<file path="config.mk">
export PLATFORM = sky130hd
export DESIGN_NAME = obstacle_field_gen
export DESIGN_NICKNAME = d
export VERILOG_FILES = /design/src/rtl/obstacle_field_gen.sv
export SDC_FILE = /design/constraint.sdc
export NUM_CORES = 1
export LEC_CHECK = 0
export CORE_MARGIN = 4
export CORE_UTILIZATION = 58
export CTS_BUF_LIST = sky130_fd_sc_hd__clkbuf_8 sky130_fd_sc_hd__clkbuf_16
export CTS_CLUSTER_SIZE = 40
export DETAILED_ROUTE_END_ITERATION = 8
export HOLD_SLACK_MARGIN = 0.03
export PLACE_DENSITY = 0.88
export SLEW_MARGIN = 20
export SYNTH_ARGS = -nofsm -noshare
export SYNTH_HDL_FRONTEND = slang
export SYNTH_SLANG_ARGS = --single-unit
export TNS_END_PERCENT = 10
</file>
<file path="constraint.sdc">
create_clock -name clk -period 5 [get_ports clk]
set_input_delay 1.5 -clock clk [delete_from_list [all_inputs] [get_ports clk]]
set_output_delay 1.5 -clock clk [all_outputs]
set_load 0.02 [all_outputs]
</file>
<file path="src/rtl/obstacle_field_gen.sv">
// Obstacle-row generator for the dino runner: LFSR-driven spawns, min gap.
// Optional air row via `define AIR_OBSTACLE_EN (off by default).
module obstacle_field_gen #(
  parameter int          WIDTH     = 8,
  parameter int          MAX_LEN   = 2,
  parameter int          MIN_GAP   = 3,
  parameter logic [15:0] LFSR_SEED = 16'hACE1
) (
  input  logic             clk,
  input  logic             reset,
  input  logic             tick,
  input  logic             run,
  input  logic             clear,
  input  logic [3:0]       density,
  output logic [WIDTH-1:0] down,
`ifdef AIR_OBSTACLE_EN
  output logic [WIDTH-1:0] up,
`endif
  output logic             passed,
  output logic [15:0]      passed_count
);

  localparam logic [15:0] SEED =
    (LFSR_SEED == 16'h0000) ? 16'h0001 : LFSR_SEED;

  localparam logic [0:0] S_GAP  = 1'b0;
  localparam logic [0:0] S_EMIT = 1'b1;

  localparam logic [3:0] GAP_MIN = 4'(MIN_GAP);
  localparam logic [3:0] LEN_MAX = 4'(MAX_LEN);

  logic [15:0] lfsr;
  logic        fb;
  logic        step;

  logic [0:0]  state;
  logic [0:0]  state_n;
  logic [3:0]  gap_cnt;
  logic [3:0]  gap_n;
  logic [1:0]  len_rem;
  logic [1:0]  len_n;
  logic [1:0]  len_m1;

  logic        air;
  logic        ins_dn;
  logic        ins_up;

  logic        pass_dn;
  logic        pass_up;
  logic        pass_any;
  logic [1:0]  pass_inc;
  logic [16:0] cnt_sum;
  logic [15:0] cnt_n;

  assign step = tick & run;
  assign fb   = lfsr[15] ^ lfsr[13] ^ lfsr[12] ^ lfsr[10];

`ifdef AIR_OBSTACLE_EN
  logic [WIDTH-1:0] up_q;
  assign up      = up_q;
  assign air     = lfsr[8];
  assign pass_up = up_q[WIDTH-1] & ~up_q[WIDTH-2];
`else
  assign air     = 1'b0;
  assign pass_up = 1'b0;
`endif

  assign pass_dn  = down[WIDTH-1] & ~down[WIDTH-2];
  assign pass_any = pass_dn | pass_up;
  assign pass_inc = {1'b0, pass_dn} + {1'b0, pass_up};
  assign cnt_sum  = {1'b0, passed_count} + {15'd0, pass_inc};
  assign cnt_n    = cnt_sum[16] ? 16'hFFFF : cnt_sum[15:0];

  // spawn decision and gap/length bookkeeping from the pre-step lfsr
  always_comb begin
    ins_dn  = 1'b0;
    ins_up  = 1'b0;
    state_n = state;
    gap_n   = gap_cnt;
    len_n   = len_rem;
    len_m1  = 2'(lfsr[7:4] % LEN_MAX);
    case (state)
      S_GAP: begin
        if (gap_cnt < GAP_MIN) begin
          gap_n = gap_cnt + 4'd1;
        end else if (lfsr[3:0] < density) begin
          if (air) begin
            ins_up = 1'b1;
            gap_n  = 4'd0;
          end else begin
            ins_dn = 1'b1;
            if (len_m1 == 2'd0) begin
              gap_n = 4'd0;
            end else begin
              state_n = S_EMIT;
              len_n   = len_m1;
            end
          end
        end
      end
      S_EMIT: begin
        ins_dn = 1'b1;
        len_n  = len_rem - 2'd1;
        if (len_rem == 2'd1) begin
          state_n = S_GAP;
          gap_n   = 4'd0;
        end
      end
      default: begin
        state_n = S_GAP;
        gap_n   = 4'd0;
        len_n   = 2'd0;
      end
    endcase
  end

  // lfsr advances on every step; clear does not reseed it
  always_ff @(posedge clk or posedge reset) begin
    if (reset) begin
      lfsr <= SEED;
    end else if (step) begin
      lfsr <= {lfsr[14:0], fb};
    end
  end

  // spawn FSM state
  always_ff @(posedge clk or posedge reset) begin
    if (reset) begin
      state   <= S_GAP;
      gap_cnt <= 4'd0;
      len_rem <= 2'd0;
    end else if (clear) begin
      state   <= S_GAP;
      gap_cnt <= 4'd0;
      len_rem <= 2'd0;
    end else if (step) begin
      state   <= state_n;
      gap_cnt <= gap_n;
      len_rem <= len_n;
    end
  end

  // ground row shift toward the player
  always_ff @(posedge clk or posedge reset) begin
    if (reset) begin
      down <= '0;
    end else if (clear) begin
      down <= '0;
    end else if (step) begin
      down <= {down[WIDTH-2:0], ins_dn};
    end
  end

`ifdef AIR_OBSTACLE_EN
  // air row shift, same step as the ground row
  always_ff @(posedge clk or posedge reset) begin
    if (reset) begin
      up_q <= '0;
    end else if (clear) begin
      up_q <= '0;
    end else if (step) begin
      up_q <= {up_q[WIDTH-2:0], ins_up};
    end
  end
`else
  logic unused_ins_up;
  assign unused_ins_up = ins_up;
`endif

  // passed pulse and saturating score
  always_ff @(posedge clk or posedge reset) begin
    if (reset) begin
      passed       <= 1'b0;
      passed_count <= 16'd0;
    end else if (clear) begin
      passed       <= 1'b0;
      passed_count <= 16'd0;
    end else if (step) begin
      passed       <= pass_any;
      passed_count <= cnt_n;
    end else begin
      passed       <= 1'b0;
    end
  end

endmodule
</file>
==> results of run 1 <==
power groups by stage:
stage / logic, mW / clock network (mW) / registers, mW
floorplan: 0.0708 / 0 / 0.445
global placement: 0.0940 / 0 / 0.448
detailed placement: 0.0990 / 0 / 0.449
CTS: 0.0998 / 0.289 / 0.442
global route: 0.111 / 0.309 / 0.446
finish: 0.0982 / 0.285 / 0.442
cell type report:
cell class	count	area, um^2	share of cell area (%)
Sequential cell	48	1210	42.6
Multi-Input combinational cell	189	1070	37.8
Timing Repair Buffer	36	353	12.4
Clock buffer	5	68.8	2.42
Tap cell	48	60.1	2.11
Clock inverter	3	46.3	1.63
Inverter	8	31.3	1.10
worst max-delay path by stage:
| stage | startpoint | endpoint | slack, ns | depth (start not counted) |
|---|---|---|---|---|
| CTS | passed_count[2] | passed_count[2] | 1.97 | 1 |
| global route | run | gap_cnt[0] | 1.83 | 6 |
| detailed placement | run | gap_cnt[0] | 1.66 | 6 |
| global placement | tick | gap_cnt[0] | 1.71 | 6 |
| finish | run | gap_cnt[0] | 1.97 | 6 |
| floorplan | density[3] | gap_cnt[0] | 2.24 | 6 |
worst max-delay path, cell delays in order:
cell             delay [ns]
clkdlybuf4s50_1        0.49
and2_1                 0.45
buf_4                  0.30
a21oi_1                0.12
a31oi_2                0.25
a21oi_1                0.10
state kept, by name, summed over array words and instances, names as in the netlist:
signal,cells
lfsr,16
passed_count,16
down,8
gap_cnt,4
len_rem,2
passed,1
state,1
synthesized netlist by cell type, types with 2 or more instances:
cell | n | area share (%)
nand2_1 | 69 | 11
dfrtp_1 | 40 | 42
a21oi_1 | 16 | 3.4
nor2_1 | 16 | 2.5
nor3_1 | 14 | 3.0
nand3_1 | 10 | 2.1
dfstp_2 | 8 | 8.9
inv_1 | 8 | 1.3
ha_1 | 7 | 3.7
o21ai_0 | 6 | 1.3
and3_1 | 5 | 1.3
clkbuf_1 | 5 | 0.79
a31oi_1 | 4 | 1.1
and2_1 | 3 | 0.79
buf_1 | 3 | 0.48
buf_2 | 3 | 0.63
nand4_1 | 3 | 0.79
nor2b_1 | 3 | 0.79
xnor2_1 | 3 | 1.1
a211oi_1 | 2 | 0.63
a21o_1 | 2 | 0.63
a41oi_1 | 2 | 0.74
and4_1 | 2 | 0.74
nand2b_1 | 2 | 0.53
nor3_2 | 2 | 0.85
through the flow:
stage,util [%],worst slack [ns]
after floorplan,-,2.24
after global placement,71.8,1.71
after detailed placement,71.8,1.66
after CTS,74.9,1.97
after global routing,74.9,1.83
final,74.9,1.97
logic make-up after synthesis:
logic type | count (synthesis) | share of synthesized area [%]
fa+ha+maj | 7 | 3.70
mux | 1 | 0.423
compound gates | 41 | 11.5
simple gates | 137 | 28.6
buf+inv | 20 | 3.49
xor+xnor | 3 | 1.11
flops | 48 | 51.1
layer usage:
| layer | vias up | wire length, um | global-route usage, % | part of all wire [%] |
|---|---|---|---|---|
| met5 | - | 0 | 0 | 0 |
| met4 | 0 | 43 | 5.43 | 0.86 |
| met1 | 955 | 2150 | 26.5 | 43 |
| met2 | 72 | 2530 | 36.5 | 50 |
| met3 | 6 | 294 | 4.57 | 5.9 |
| li1 | 947 | - | - | - |
==> metrics.csv, run 1 <==
metric,value,unit
outcome,"finished, final reports clean",
die area,0.00517,mm^2
"Cell Area, Placed",0.00273,mm^2
# IOs,34,
vias in the first global route,1887,
CTS Buf Count,5,
"CTS clk-pin slew, worst paths",0.10,ns
register area share after synthesis,51.1,%
Seq pwr share,53.5,%
global-route wire length before repair,8650,um
Critical Path End Type,register,
VDD IR max,0.211,mV
layout filler cell count,270,
most frequent cells in the layout,"nand2_1, dfrtp_1, clkdlybuf4s50_1, nor2_1, a21oi_1",
PortBufs,33,
gpl congestion,0.764,
RSZ-0062 raised after global routing,no,
Die Y-Extent,71.9,um
Mapped Area,0.00237,mm^2
largest net degree at the start of global routing,49,
Vias/cell,5.88,
Slew headroom,47.1,%
post-route ant nets,0,
CP arrival,3.22,ns
crit path launch type,primary input,
Worst Hold Slack,0.456,ns
Comb power frac,11.9,%
Final TNS setup,0,ns
Min-Delay Path Class,reg2reg,
"commonest non-fill, non-tap cell in the layout",nand2_1,
flop-to-flop setup slack,2.74,ns
CTS tree,built,
"Avg Cell Area, Syn",9.22,um^2
r2r worst-path depth,8,
Syn Inst Count,257,
Worst-Margin Slew,0.793,ns
r2r endpoint,passed_count[8],
vias,1980,
post_cts resized,0,
gr usage total,21.0,%
top_reg_cell synth,dfrtp_1,
post-CTS setup buffer count,0,
layout cells sized above 1,10.4,%
clock buffer depth,2,
fin crit share,60.7,%
final non-filler cell area,0.00285,mm^2
"Hold-fix buffers, CTS",0,
Net Sw Frac,25.8,%
maxcap violations,0,
Die Wd,71.9,um
DP Wirelength,3550,um
sw power,0.213,mW
Root Buffer,clkbuf_8,
H-tree depth,2,
Placed Cells,329,
row count,22,
kind of critical path,in2reg,
"Power, Total",0.826,mW
achievable frequency,330,MHz
synthesis-to-finish area growth,20.1,%
async set-reset flop share out of synthesis,100,%
Power Internal,0.613,mW
P_leak,1.33,nW
first-pass iteration count of the detailed router,4,
Hold Startpoint,lfsr[6],
final-report max-slew violation count,0,
synthesized net count,273,
Clock Power Share,34.6,%
count of final setup violators,0,
"Req. time, crit path",5.18,ns
Core Footprint,0.00380,mm^2
Seq cells post-synth,48,
initial core utilization,62.4,%
DRT iter0 DRCs,140,
Antenna Cells,0,
Num Clock Sinks,48,
worst-path maximum fanout,18,
Max Clock Skew,0.0123,ns
routed len/inst,14.9,um
Post-Layout Cell Count,337,
Syn. warnings,0,
PwrDens,290,mW/mm^2
number of library cell types mapped by synthesis,44,
NumNets Final,304,
Total Wirelength,5020,um
Post-synth EDFFs,0,
FF-to-FF Start,down[6],
crit path time final,3.03,ns
worst hold endpoint,lfsr[7],
"Hold Vio Cnt, Final",0,
Worst-Skew Late Latency,0.31,ns
initial antenna violation count,0,
DRC,0,
GR Overflow Total,0,
Worst Hold Depth,2,
(Power assumes the default switching activity.)
==> inputs of run 2 (changes only) <==
Settings changed: CORE_UTILIZATION 58 to 54, PLACE_DENSITY 0.88 to 0.83.
Clock period 5 ns to 3 ns, I/O delays scaled along.
==> run 2 against run 1 <==
Against the previous run:
- register-to-register slack got worse by 2.0 ns
- first-iteration DRC count decreased by 13%
- critical path depth fell by 5
- clock skew decreased by 0.0037 ns
- non-clock buffer count is 2 higher
- via count decreased by 1.6%
- critical path type is now reg2out
- largest power group unchanged
==> metrics.csv, run 2 (synthesis gave the netlist of run 1 again) <==
metric,value,unit
"CTS clk-pin slew, worst paths",0.09,ns
vias in the first global route,1910,
initial antenna violation count,0,
"Hold Vio Cnt, Final",0,
WP depth,1,
Max Clock Skew,0.00852,ns
post_cts resized,0,
most frequent cells in the layout,"nand2_1, dfrtp_1, clkdlybuf4s50_1, nor2_1, a21oi_1",
CP max-delay cell,clkdlybuf4s50_1,
PwrDens,487,mW/mm^2
GR Overflow Total,0,
clock buffer depth,2,
Worst Hold Depth,2,
Core Footprint,0.00412,mm^2
cell family with most CP delay,buffers and inverters,
final non-filler cell area,0.00287,mm^2
"Cell Area, Placed",0.00275,mm^2
Buf/Inv on CP,1,
CTS tree,built,
global-route wire length before repair,8610,um
Placed Cells,333,
Post-Layout Cell Count,341,
synthesis-to-finish area growth,21.1,%
outcome,"finished, final reports clean",
Die Y-Extent,74.2,um
gpl congestion,0.793,
"Req. time, crit path",2.10,ns
DRC,0,
routed len/inst,14.5,um
CTS Buf Count,5,
Antenna Cells,0,
Min-Delay Path Class,reg2reg,
achievable frequency,414,MHz
worst-path maximum fanout,10,
Die Wd,74.2,um
Worst Hold Slack,0.466,ns
P_leak,1.34,nW
Worst-Skew Late Latency,0.31,ns
"slowest stage delay, CP",0.68,ns
initial core utilization,57.6,%
Total Wirelength,4940,um
RSZ-0062 raised after global routing,no,
r2r worst-path depth,8,
largest net degree at the start of global routing,31,
Slew headroom,68.9,%
Vias/cell,5.72,
gr usage total,20.3,%
VDD IR max,0.298,mV
Num Clock Sinks,48,
cell chain of the critical path,clkdlybuf4s50_1,
post-route ant nets,0,
maxcap violations,0,
largest registers,"lfsr: 16 flops, passed_count: 16 flops, down: 8 flops",
Root Buffer,clkbuf_8,
Final TNS setup,0,ns
PortBufs,33,
# IOs,34,
final-report max-slew violation count,0,
vias,1949,
DRT iter0 DRCs,122,
CP arrival,1.52,ns
kind of critical path,reg2out,
"Hold-fix buffers, CTS",0,
row count,23,
crit path time final,2.42,ns
Worst-Margin Slew,0.463,ns
post-CTS setup buffer count,0,
DP Wirelength,3430,um
NumNets Final,306,
first-pass iteration count of the detailed router,4,
die area,0.00551,mm^2
H-tree depth,2,
count of final setup violators,0,
Critical Path End Type,primary output,
crit path launch type,register,
fin crit share,80.5,%
"commonest non-fill, non-tap cell in the layout",nand2_1,
layout cells sized above 1,11.0,%
==> run 2: cell types whose count changed in the layout (fill, tap and decap cells not counted), sizes merged <==
cell	before	now
buf	3	5
clkbuf	5	6
clkinvlp	1	0
==> run 2: worst paths after layout <==
path	start	end	slack, ns
hold reg to reg	lfsr[11]	lfsr[11]	0.47
max in group asynchronous	reset	lfsr[11]	1.56
setup / recovery	passed_count[2]	passed_count[2]	0.58
hold / removal	lfsr[11]	lfsr[11]	0.47
min in group asynchronous	reset	down[7]	0.83
setup reg to reg	down[6]	passed_count[8]	0.75
==> run 2: area by class of cell <==
type	instances	area [um^2]
tap	50	62.6
timing repair buffer	38	368
fill	325	1250
sequential	48	1210
inverter	8	30.0
clock inverter	2	38.8
multi-input combinational	189	1070
clock buffer	6	82.6
==> run 2: through the flow <==
stage               utilization, %  setup WS [ns]  power (mW)
floorplan                        -          0.842       0.860
global placement              66.7          0.334       0.907
detailed placement            66.7          0.281       0.917
CTS                           69.7          0.563        1.41
global route                  69.7          0.512        1.47
finish                        69.7          0.584        1.40
==> run 2: per-layer routing <==
metal	routed length, um	vias to the layer above	track usage [%]
li1	-	955	-
met5	0	-	0
met1	2200	939	26.4
met2	2440	47	33.7
met3	219	8	4.05
met4	80	0	8.10
==> run 2: where the power goes <==
part / switching, mW / internal [mW]
combinational: 0.0950 / 0.0715
clock: 0.220 / 0.273
sequential: 0.0375 / 0.700
==> patch: new RTL, config.mk and constraints of run 1 <==
Register the output `passed_count` once more; this adds one clock of latency there. The other outputs are not delayed to match.
--- a/src/rtl/obstacle_field_gen.sv
+++ b/src/rtl/obstacle_field_gen.sv
@@ -30,2 +30,4 @@
   localparam logic [3:0] LEN_MAX = 4'(MAX_LEN);
+
+  logic [15:0] passed_count_s0;
 
@@ -70,3 +72,3 @@
   assign pass_inc = {1'b0, pass_dn} + {1'b0, pass_up};
-  assign cnt_sum  = {1'b0, passed_count} + {15'd0, pass_inc};
+  assign cnt_sum  = {1'b0, passed_count_s0} + {15'd0, pass_inc};
   assign cnt_n    = cnt_sum[16] ? 16'hFFFF : cnt_sum[15:0];
@@ -173,9 +175,9 @@
       passed       <= 1'b0;
-      passed_count <= 16'd0;
+      passed_count_s0 <= 16'd0;
     end else if (clear) begin
       passed       <= 1'b0;
-      passed_count <= 16'd0;
+      passed_count_s0 <= 16'd0;
     end else if (step) begin
       passed       <= pass_any;
-      passed_count <= cnt_n;
+      passed_count_s0 <= cnt_n;
     end else begin
@@ -185,2 +187,6 @@
 
+  always_ff @(posedge clk) begin
+    passed_count <= passed_count_s0;
+  end
+
 endmodule
Check against the original RTL: no difference found for any inputs over 10 cycles, from zero or initial values and one cycle with reset high; that may be too few to reach the edited logic, so the function may still have changed.
==> patch against run 1 <==
- area after synthesis up 20%
- cell area up 19%
- critical path type unchanged
- sequential cell count up 16
- clock power up 34%
- fmax down 0.77%
- critical endpoint is now passed_count_s0[9]
- sequential share of layout area up 2.5 points
- setup slack worse by 0.023 ns
- critical path depth unchanged
- cell count up 18%
- power up 26%
- wire length up 10%
==> patch: results (changes against run 1) <==
* CP max FO at 31 (+13)
* Num CTS Buffers at 9 (+4)
* Fillcell total at 346 (+28%)
* Critical-path top delay cell: and2_1
* Inserted Diodes at 0 (unchanged)
* Clk pin slew, worst setup/hold paths at 0.07 ns (-0.03 ns)
* Pre-CTS setup slack at 1.62 ns (-0.0441 ns)
* Biggest regs: lfsr x16, passed_count x16, passed_count_s0 x16
* Sequential-to-total area share from yosys stat at 53.9% (+2.7 points)
* Overall Global Routing Usage at 20.4% (-0.57 points)
* Routed wire length at 5530 um (+10%)
* GR met1 Demand/Resource at 25.7% (-0.77 points)
* Vias at 2206 (+11%)
* DR WL met3 at 260 um (-12%)
* CP arrival at 3.27 ns (+0.05 ns)
* Status: completed
* Switch Pwr at 0.271 mW (+27%)
* Setup Skew at 0.00740 ns (-0.00487 ns)
* DRT met1 WL at 2470 um (+15%)
* First-pass GRT wire length at 9850 um (+14%)
* Routed wl met2 at 2670 um (+5.6%)
* DR iter-0 viols at 174 (+24%)
* Nets at 341 (+12%)
* Clock latency on the worst-skew pair at 0.34 ns (+0.03 ns)
* Pleak at 1.54 nW (+16%)
* Post-Synthesis Cells at 293 (+14%)
* Worst VDD drop at 0.000248 V (+18%)
* Placed Area at 0.00322 sq mm (+18%)
* Global Route met3 Usage at 5.39% (+0.82 points)
* Ys async rst share at 75.0% (-25 points)
* Die area at 0.00609 sq mm (+18%)
* Routing usage on met2 at 32.4% (-4.2 points)
* GPL Wtd Cong at 0.778 (+1.9%)
* Synth Flop Type: dfrtp_1
* Top cells by count, synth: nand2_1 (78), dfrtp_1 (40), nor2_1 (17)
* Top post-synthesis cells by area: dfrtp_1 (35%), dfxtp_1 (11%), nand2_1 (10%)
* Vias in the first global route at 2182 (+16%)
* Layout cell share with drive strength beyond 1 at 12.7% (+2.3 points)
* DPL Wire Length at 3590 um (+1.2%)
* H-tree depth at 3 (+1)
## patch: changes by cell type in the layout (fill, tap and decap cells not counted), moves of 3 or more
cell and change:
a211oi_2 +8, clkbuf_8 +5, dfxtp_1 +16, mux2i_1 +5, nand2_1 +9, nand3_1 -6, nand4_1 +7, nor3_1 -9
o211ai_1 +3, o21ai_0 +5
## patch: kinds of logic (layout without fill, tap and decap cells)
logic type | Yosys count | after routing | share of synthesized area [%]
AO/OA/AOI/OAI | 50 | 50 | 12.6
XOR/XNOR | 3 | 3 | 0.924
multiplexers | 6 | 6 | 2.11
buffers and inverters | 24 | 61 | 3.39
AND/OR/NAND/NOR | 139 | 139 | 24.0
flip-flops | 64 | 64 | 53.9
adder cells (fa/ha/maj) | 7 | 7 | 3.08
## patch: layout make-up
class | count | area, sq um | share of cell area, %
tap | 67 | 83.8 | 2.47
clock buffer | 10 | 138 | 4.05
sequential | 64 | 1530 | 45.1
timing repair buffer | 37 | 360 | 10.6
multi-input combinational | 205 | 1210 | 35.8
inverter | 8 | 30.0 | 0.885
clock inverter | 6 | 36.3 | 1.07
## patch: path summary, 6_finish.rpt
kind | start | end | slack, ns | depth (start not counted)
setup / recovery | tick | passed_count_s0[9] | 1.94 | 6
hold / removal | passed_count_s0[0] | passed_count[0] | 0.44 | 0
setup reg to reg | down[6] | passed_count_s0[10] | 2.89 | 7
hold reg to reg | passed_count_s0[0] | passed_count[0] | 0.44 | 0
max in group asynchronous | reset | state | 2.98 | 3
min in group asynchronous | reset | down[4] | 1.62 | 3
## patch: power by group through the flow
stage,Sequential [mW],Clock [mW],Combinational [mW]
after floorplan,0.569,0,0.0719
after global placement,0.572,0,0.0965
after detailed placement,0.573,0,0.100
after CTS,0.563,0.388,0.102
after global routing,0.567,0.414,0.117
final,0.563,0.381,0.100
